$ cat src/rtl/palette_pkg.sv
// Shared constants and types for the palette encoder.
// Holds the palette geometry, the distance width, the encoder FSM state type,
// the RGB channel slice positions and the per-channel absolute-difference helper.
package palette_pkg;

    localparam int unsigned NUM_ENTRIES = 23;
    localparam int unsigned IDX_W       = 5;
    localparam int unsigned COLOR_W     = 24;
    localparam int unsigned DIST_W      = 10;

    // Channel layout inside a packed colour: R[23:16] G[15:8] B[7:0]
    localparam int unsigned CH_W  = 8;
    localparam int unsigned R_LSB = 16;
    localparam int unsigned G_LSB = 8;
    localparam int unsigned B_LSB = 0;

    // Starting "best" distance; larger than any reachable distance (max 765)
    localparam logic [DIST_W-1:0] DIST_MAX = '1;

    typedef enum logic [1:0] {
        IDLE = 2'd0,
        SCAN = 2'd1,
        DONE = 2'd2
    } enc_state_t;

    // Unsigned |a - b| of one colour channel
    function automatic logic [CH_W-1:0] abs_diff(input logic [CH_W-1:0] a,
                                                 input logic [CH_W-1:0] b);
        return (a > b) ? (a - b) : (b - a);
    endfunction

endpackage

$ cat src/rtl/palette_encoder_if.sv
// Request / palette-read / result bundle of the palette encoder.
//   rgb_In, req_valid, req_ready     : request handshake carrying the colour
//   pal_addr, pal_data               : palette ROM read port (1-cycle latency)
//   idx_Out, dist_Out, done_valid,
//   done_ready                       : result handshake
// master = requester + palette ROM side, slave = encoder.
interface palette_encoder_if;
    import palette_pkg::*;

    logic [COLOR_W-1:0] rgb_In;
    logic               req_valid;
    logic               req_ready;
    logic [IDX_W-1:0]   pal_addr;
    logic [COLOR_W-1:0] pal_data;
    logic [IDX_W-1:0]   idx_Out;
    logic [DIST_W-1:0]  dist_Out;
    logic               done_valid;
    logic               done_ready;

    modport master (
        output rgb_In, req_valid, pal_data, done_ready,
        input  req_ready, pal_addr, idx_Out, dist_Out, done_valid
    );

    modport slave (
        input  rgb_In, req_valid, pal_data, done_ready,
        output req_ready, pal_addr, idx_Out, dist_Out, done_valid
    );

endinterface

$ cat src/rtl/color_dist.sv
// Combinational Manhattan distance between two packed RGB colours.
//   color_a, color_b : 24-bit colours R[23:16] G[15:8] B[7:0]
//   dist_c           : |dR| + |dG| + |dB|, 10 bits (max 765, cannot overflow)
module color_dist
    import palette_pkg::*;
(
    input  logic [COLOR_W-1:0] color_a,
    input  logic [COLOR_W-1:0] color_b,
    output logic [DIST_W-1:0]  dist_c
);

    logic [CH_W-1:0] d_r;
    logic [CH_W-1:0] d_g;
    logic [CH_W-1:0] d_b;

    // Per-channel differences widened before the sum
    always_comb begin
        d_r    = abs_diff(color_a[R_LSB +: CH_W], color_b[R_LSB +: CH_W]);
        d_g    = abs_diff(color_a[G_LSB +: CH_W], color_b[G_LSB +: CH_W]);
        d_b    = abs_diff(color_a[B_LSB +: CH_W], color_b[B_LSB +: CH_W]);
        dist_c = DIST_W'(d_r) + DIST_W'(d_g) + DIST_W'(d_b);
    end

endmodule

$ cat src/rtl/palette_encoder.sv
// Nearest-palette-entry encoder: maps a 24-bit RGB colour to the index of the
// closest palette entry (Manhattan distance) by scanning the palette ROM.
//   Clk, Reset : clock, synchronous active-high reset
//   bus.slave  : request (rgb_In/req_valid/req_ready), palette read port
//                (pal_addr out, pal_data in, 1-cycle latency), result
//                (idx_Out/dist_Out/done_valid/done_ready)
// EXACT_EARLY_EXIT=1 ends the scan at the first distance-0 entry.
module palette_encoder
    import palette_pkg::*;
#(
    parameter bit EXACT_EARLY_EXIT = 1'b1
) (
    input  logic              Clk,
    input  logic              Reset,
    palette_encoder_if.slave  bus
);

    localparam logic [IDX_W-1:0] LAST_IDX = IDX_W'(NUM_ENTRIES - 1);

    enc_state_t         state_q,      state_d;
    logic [IDX_W-1:0]   pal_addr_q,   pal_addr_d;
    logic [IDX_W-1:0]   scan_cnt_q,   scan_cnt_d;
    logic [COLOR_W-1:0] rgb_q,        rgb_d;
    logic [DIST_W-1:0]  best_dist_q,  best_dist_d;
    logic [IDX_W-1:0]   best_idx_q,   best_idx_d;
    logic [IDX_W-1:0]   idx_out_q,    idx_out_d;
    logic [DIST_W-1:0]  dist_out_q,   dist_out_d;
    logic               done_valid_q, done_valid_d;
    logic               req_ready_q,  req_ready_d;

    logic [DIST_W-1:0]  dist_c;
    logic [IDX_W-1:0]   cand_idx_c;

    // Distance between the latched request colour and the entry on pal_data
    color_dist u_color_dist (
        .color_a (rgb_q),
        .color_b (bus.pal_data),
        .dist_c  (dist_c)
    );

    // State and datapath registers
    always_ff @(posedge Clk) begin
        if (Reset) begin
            state_q      <= IDLE;
            pal_addr_q   <= '0;
            scan_cnt_q   <= '0;
            rgb_q        <= '0;
            best_dist_q  <= DIST_MAX;
            best_idx_q   <= '0;
            idx_out_q    <= '0;
            dist_out_q   <= '0;
            done_valid_q <= 1'b0;
            req_ready_q  <= 1'b1;
        end else begin
            state_q      <= state_d;
            pal_addr_q   <= pal_addr_d;
            scan_cnt_q   <= scan_cnt_d;
            rgb_q        <= rgb_d;
            best_dist_q  <= best_dist_d;
            best_idx_q   <= best_idx_d;
            idx_out_q    <= idx_out_d;
            dist_out_q   <= dist_out_d;
            done_valid_q <= done_valid_d;
            req_ready_q  <= req_ready_d;
        end
    end

    // Next-state and datapath logic.
    // scan_cnt_q counts SCAN edges since acceptance; the first SCAN edge only
    // fills the ROM pipeline, afterwards pal_data holds entry scan_cnt_q-1.
    always_comb begin
        state_d      = state_q;
        pal_addr_d   = pal_addr_q;
        scan_cnt_d   = scan_cnt_q;
        rgb_d        = rgb_q;
        best_dist_d  = best_dist_q;
        best_idx_d   = best_idx_q;
        idx_out_d    = idx_out_q;
        dist_out_d   = dist_out_q;
        done_valid_d = done_valid_q;
        cand_idx_c   = scan_cnt_q - IDX_W'(1);

        unique case (state_q)
            IDLE: begin
                if (bus.req_valid && req_ready_q) begin
                    rgb_d       = bus.rgb_In;
                    pal_addr_d  = '0;
                    scan_cnt_d  = '0;
                    best_dist_d = DIST_MAX;
                    best_idx_d  = '0;
                    state_d     = SCAN;
                end
            end

            SCAN: begin
                if (pal_addr_q != LAST_IDX) begin
                    pal_addr_d = pal_addr_q + IDX_W'(1);
                end
                scan_cnt_d = scan_cnt_q + IDX_W'(1);

                if (scan_cnt_q != '0) begin
                    // Strict less-than keeps the lowest index on ties
                    if (dist_c < best_dist_q) begin
                        best_dist_d = dist_c;
                        best_idx_d  = cand_idx_c;
                    end
                    if ((cand_idx_c == LAST_IDX) ||
                        (EXACT_EARLY_EXIT && (dist_c == '0))) begin
                        idx_out_d    = best_idx_d;
                        dist_out_d   = best_dist_d;
                        done_valid_d = 1'b1;
                        state_d      = DONE;
                    end
                end
            end

            DONE: begin
                if (bus.done_ready) begin
                    done_valid_d = 1'b0;
                    state_d      = IDLE;
                end
            end

            default: begin
                state_d = IDLE;
            end
        endcase

        req_ready_d = (state_d == IDLE);
    end

    assign bus.req_ready  = req_ready_q;
    assign bus.pal_addr   = pal_addr_q;
    assign bus.idx_Out    = idx_out_q;
    assign bus.dist_Out   = dist_out_q;
    assign bus.done_valid = done_valid_q;

endmodule

$ cat src/flat_wrapper.sv
// flat-port wrapper written by rule: the top's interface ports become plain ports
module palette_encoder_flat import palette_pkg::*;
#(
    parameter bit EXACT_EARLY_EXIT = 1'b1
)
  (Clk, Reset, bus_rgb_In, bus_req_valid, bus_pal_data, bus_done_ready, bus_req_ready, bus_pal_addr, bus_idx_Out, bus_dist_Out, bus_done_valid);
  palette_encoder_if bus_i ();
  input  logic Clk;
  input  logic Reset;
  input wire logic [$bits(bus_i.rgb_In)-1:0] bus_rgb_In;
  input wire logic [$bits(bus_i.req_valid)-1:0] bus_req_valid;
  input wire logic [$bits(bus_i.pal_data)-1:0] bus_pal_data;
  input wire logic [$bits(bus_i.done_ready)-1:0] bus_done_ready;
  output wire logic [$bits(bus_i.req_ready)-1:0] bus_req_ready;
  output wire logic [$bits(bus_i.pal_addr)-1:0] bus_pal_addr;
  output wire logic [$bits(bus_i.idx_Out)-1:0] bus_idx_Out;
  output wire logic [$bits(bus_i.dist_Out)-1:0] bus_dist_Out;
  output wire logic [$bits(bus_i.done_valid)-1:0] bus_done_valid;
  assign bus_i.rgb_In = bus_rgb_In;
  assign bus_i.req_valid = bus_req_valid;
  assign bus_i.pal_data = bus_pal_data;
  assign bus_i.done_ready = bus_done_ready;
  assign bus_req_ready = bus_i.req_ready;
  assign bus_pal_addr = bus_i.pal_addr;
  assign bus_idx_Out = bus_i.idx_Out;
  assign bus_dist_Out = bus_i.dist_Out;
  assign bus_done_valid = bus_i.done_valid;
  palette_encoder #(.EXACT_EARLY_EXIT(EXACT_EARLY_EXIT)) u_core (.Clk(Clk), .Reset(Reset), .bus(bus_i));
endmodule
$ cat config.mk
export PLATFORM = sky130hd
export DESIGN_NAME = palette_encoder_flat
export DESIGN_NICKNAME = d
export VERILOG_FILES = /design/src/rtl/palette_pkg.sv /design/src/rtl/palette_encoder_if.sv /design/src/rtl/color_dist.sv /design/src/rtl/palette_encoder.sv /design/src/flat_wrapper.sv
export SDC_FILE = /design/constraint.sdc
export NUM_CORES = 1
export LEC_CHECK = 0
export ABC_AREA = 1
export CAP_MARGIN = 15
export CORE_MARGIN = 5
export CORE_UTILIZATION = 50
export DETAILED_ROUTE_END_ITERATION = 7
export GPL_TIMING_DRIVEN = 0
export PLACE_DENSITY = 0.73
export SYNTH_ARGS = -nofsm -noshare
export SYNTH_HDL_FRONTEND = slang
export SYNTH_SLANG_ARGS = --single-unit
$ cat constraint.sdc
create_clock -name Clk -period 7.2 [get_ports Clk]
set_clock_uncertainty 0.15 [all_clocks]
set_input_delay 1.08 -clock Clk [delete_from_list [all_inputs] [get_ports Clk]]
set_output_delay 1.08 -clock Clk [all_outputs]
set_load 0.05 [all_outputs]
==> flow_summary.rst <==
.. list-table::
   :header-rows: 1

   * - Metric
     - Value
   * - Result of the run
     - completed
   * - Final HPWL DP
     - 10700 µm
   * - Worst setup slack after layout
     - 0.623 ns
   * - Leak Pwr
     - 0.00328 µW
   * - Hold Crit Class
     - flop to flop
   * - Routed Wire Length
     - 13600 µm
   * - Pwr Density
     - 348 nW/µm²
   * - Tcrit/Tclk final
     - 91.3%
   * - Area taken by multi-input logic gates
     - 3700 µm²
   * - Critical path startpoint category
     - input pin
   * - Critical Setup Path Class
     - input pin to flop
   * - Maximum Capacitance Violations
     - 0
   * - CTS buffer count
     - 9
   * - Via count
     - 5323
   * - Data required time of the worst path
     - 7.28 ns
   * - Max Fanout on Critical Path
     - 10
   * - Worst hold slack
     - 0.317 ns
   * - Final hold violation count
     - 0
   * - Top cells by instance count after synthesis
     - 137 x sky130_fd_sc_hd__inv_1, 125 x sky130_fd_sc_hd__nand2_1, 88 x sky130_fd_sc_hd__a21oi_1
   * - Fmax achieved
     - 0.152 GHz
   * - Signed area change from the synthesized netlist to the final layout
     - 21.4%
   * - Critical-path top delay cell
     - sky130_fd_sc_hd__fa_1
   * - Commonest register cell after synthesis
     - sky130_fd_sc_hd__dfxtp_1
   * - Setup TNS Final
     - 0 ns
   * - Post-Syn Area per Cell
     - 7.09 µm²
   * - Fill cell total of the finished layout
     - 1125
   * - Total power after layout
     - 2420 µW
   * - Slew HR
     - 56.2%
   * - Share of async-settable or async-resettable flops after synthesis
     - 0%
   * - Number of rows created at floorplan
     - 39
   * - Maximum number of buffers from clock root to sink
     - 2
   * - Post-CTS setup buffer count
     - 0
   * - Slowest cell delay on critical path
     - 0.54 ns
   * - Total gr overflow
     - 0
   * - Biggest area consumer among synthesized cells
     - sky130_fd_sc_hd__dfxtp_1
   * - Post-Synthesis Net Count
     - 941
   * - CP Data Arrival Time
     - 6.66 ns
   * - Synthesis warning total
     - 0
   * - Fraction of synthesized cell area taken by the top area cell type
     - 23.7%
   * - Final period demand of the worst path
     - 6.58 ns
   * - Worst slew pin tran
     - 0.656 ns
   * - Clk sink count
     - 68
   * - RSZ-0062 raised after global routing
     - false
   * - Clock slew at the register clock pins of the worst setup and hold paths
     - 0.06 ns
   * - First-pass GRT wire length
     - 23200 µm
   * - DRC viols
     - 0
   * - Post-layout net count
     - 1025
   * - Via/cell ratio
     - 5.12
   * - Library cell with the highest instance count after synthesis
     - sky130_fd_sc_hd__inv_1
   * - Die area
     - 13700 µm²
   * - Vias in the first global route
     - 5175
   * - First-pass detailed-route iteration total
     - 4
   * - Number of antenna violations at the first check in global routing
     - 0
   * - Fraction of final layout cells with drive strength greater than 1
     - 7.92%
   * - Post-cts gate resize count
     - 0
   * - Area used by sequential logic in the layout
     - 1360 µm²
   * - Buffers on Ports
     - 73
   * - Number of top-level design ports
     - 74
   * - Synth Instances
     - 809
   * - Part of the Yosys area used for sequential elements
     - 23.7%
   * - Die Span Y
     - 117 µm
   * - Number of enable-type register cells in the synthesized netlist
     - 0
   * - CP endpoint kind
     - flop
   * - Pre-CTS WS
     - 0.375 ns
   * - Later-pin clock latency in the skew report
     - 0.35 ns
   * - Starting utilization of the core area
     - 50.7%
   * - Number of routed nets with antenna violations
     - 0
   * - Synth Cell Area
     - 5740 µm²
   * - First-iteration detailed-routing DRC count
     - 323
   * - Wire per inst
     - 13.1 µm
   * - Post-CTS Hold Fix Bufs
     - 0
   * - Count of final max-slew check failures
     - 0
   * - Count of final setup violators
     - 0
   * - Peak supply drop
     - 0.177 mV
   * - Die X-Extent
     - 117 µm
   * - Std-Cell Core Area
     - 11300 µm²
   * - CTS H-tree lvls
     - 3
   * - Routability-driven placement congestion ratio
     - 0.940
   * - Count of unique library cells instantiated by Yosys
     - 42
   * - Pin count of the biggest net entering global routing
     - 12
   * - Number of inserted diodes
     - 0
   * - Clock tree root driver cell
     - sky130_fd_sc_hd__clkbuf_16
   * - Total global routing track utilization
     - 21.3%
   * - Synth area leaders
     - sky130_fd_sc_hd__dfxtp_1 24%, sky130_fd_sc_hd__ha_1 14%, sky130_fd_sc_hd__inv_1 9.0%
   * - Flip-flop and latch count after synthesis
     - 68
   * - Clock tree from TritonCTS
     - done
## sequential cells by signal, summed over array words and instances, names as in the netlist
name / cells
u_core.best_dist_q: 10
u_core.best_idx_q: 5
u_core.bus.dist_Out: 10
u_core.bus.done_valid: 1
u_core.bus.idx_Out: 5
u_core.bus.pal_addr: 5
u_core.bus.req_ready: 1
u_core.rgb_q: 24
u_core.scan_cnt_q: 5
u_core.state_q: 2
## worst max-delay path, delay by kind of cell
kind	cells	cell delay, ns
adders and majority gates	6	2.00
buffers and inverters	7	1.14
and+or+nand+nor	9	1.05
AOI/OAI and AO/OA	6	0.97
muxes	1	0.41
## worst paths after layout
kind                             start                    end  slack, ns  depth (start not counted)
setup reg to reg      u_core.rgb_q[16]  u_core.best_dist_q[0]       1.48                         29
hold / removal    u_core.best_idx_q[1]   u_core.best_idx_q[1]       0.32                          2
hold reg to reg   u_core.best_idx_q[1]   u_core.best_idx_q[1]       0.32                          2
setup / recovery      bus_pal_data[16]  u_core.best_dist_q[0]       0.62                         29
## area by class of cell
cell class              instances  area share [%]
multi-input cells             574            53.1
flip-flops and latches         68            19.6
repair buffers                 73            10.5
inverters                     140            7.62
clock buffers                  11            3.49
well taps                     143            2.57
plain buffers                  27            2.08
clock inverters                 4            1.06
## cells in the final DEF (no fill, tap or decap), types with 3 or more instances in the layout
master	Yosys	final
sky130_fd_sc_hd__buf_2	7	7
sky130_fd_sc_hd__nor3_1	5	5
sky130_fd_sc_hd__nand4_1	8	8
sky130_fd_sc_hd__clkbuf_16	0	9
sky130_fd_sc_hd__o221ai_1	4	4
sky130_fd_sc_hd__nand2_1	125	125
sky130_fd_sc_hd__clkdlybuf4s50_1	0	73
sky130_fd_sc_hd__xnor2_1	8	8
sky130_fd_sc_hd__nor2_1	47	47
sky130_fd_sc_hd__nand3b_1	6	6
sky130_fd_sc_hd__o211ai_1	10	10
sky130_fd_sc_hd__a21oi_1	88	88
sky130_fd_sc_hd__ha_1	65	65
sky130_fd_sc_hd__o22ai_1	3	3
sky130_fd_sc_hd__dfxtp_1	68	68
sky130_fd_sc_hd__inv_1	137	137
sky130_fd_sc_hd__nor2_2	23	23
sky130_fd_sc_hd__clkbuf_1	15	16
sky130_fd_sc_hd__mux2_2	9	9
sky130_fd_sc_hd__fa_1	15	15
sky130_fd_sc_hd__nand3_1	45	45
sky130_fd_sc_hd__nand2_2	3	3
sky130_fd_sc_hd__xor2_1	19	19
sky130_fd_sc_hd__o21ai_0	71	71
## where the power goes
part / switching [µW] / leakage [µW] / internal [µW]
Combinational: 947 / 0.00257 / 571
Clock: 169 / 0.000156 / 311
Sequential: 15.5 / 0.000556 / 406
## per-stage QoR
stage	util, %	instances	instance area (µm²)
finish	61.5	1040	6960
detailed placement	58.7	1025	6650
CTS	61.5	1040	6960
floorplan	-	809	5740
global route	61.5	1040	6960
global placement	58.7	1025	6650
## metal layers
layer | GRT usage (%) | wire (µm) | up-vias | share of wire [%]
li1 | - | - | 2804 | -
met1 | 28.2 | 6540 | 2402 | 48
met2 | 35.1 | 6220 | 103 | 46
met3 | 4.37 | 665 | 14 | 4.9
met4 | 6.27 | 175 | 0 | 1.3
met5 | 0 | 0 | - | 0
## cell families (layout without fill, tap and decap cells)
group | count (synthesis) | count (layout) | synth area share [%]
AOI/OAI and AO/OA | 181 | 181 | 16.8
xor gates and xnor gates | 27 | 27 | 4.12
DFF | 68 | 68 | 23.7
muxes | 11 | 11 | 2.12
adders and majority gates | 80 | 80 | 19.4
and+or+nand+nor | 275 | 275 | 22.1
buffers and inverters | 167 | 255 | 11.8
Note: power is estimated with default switching activity, not from simulation.
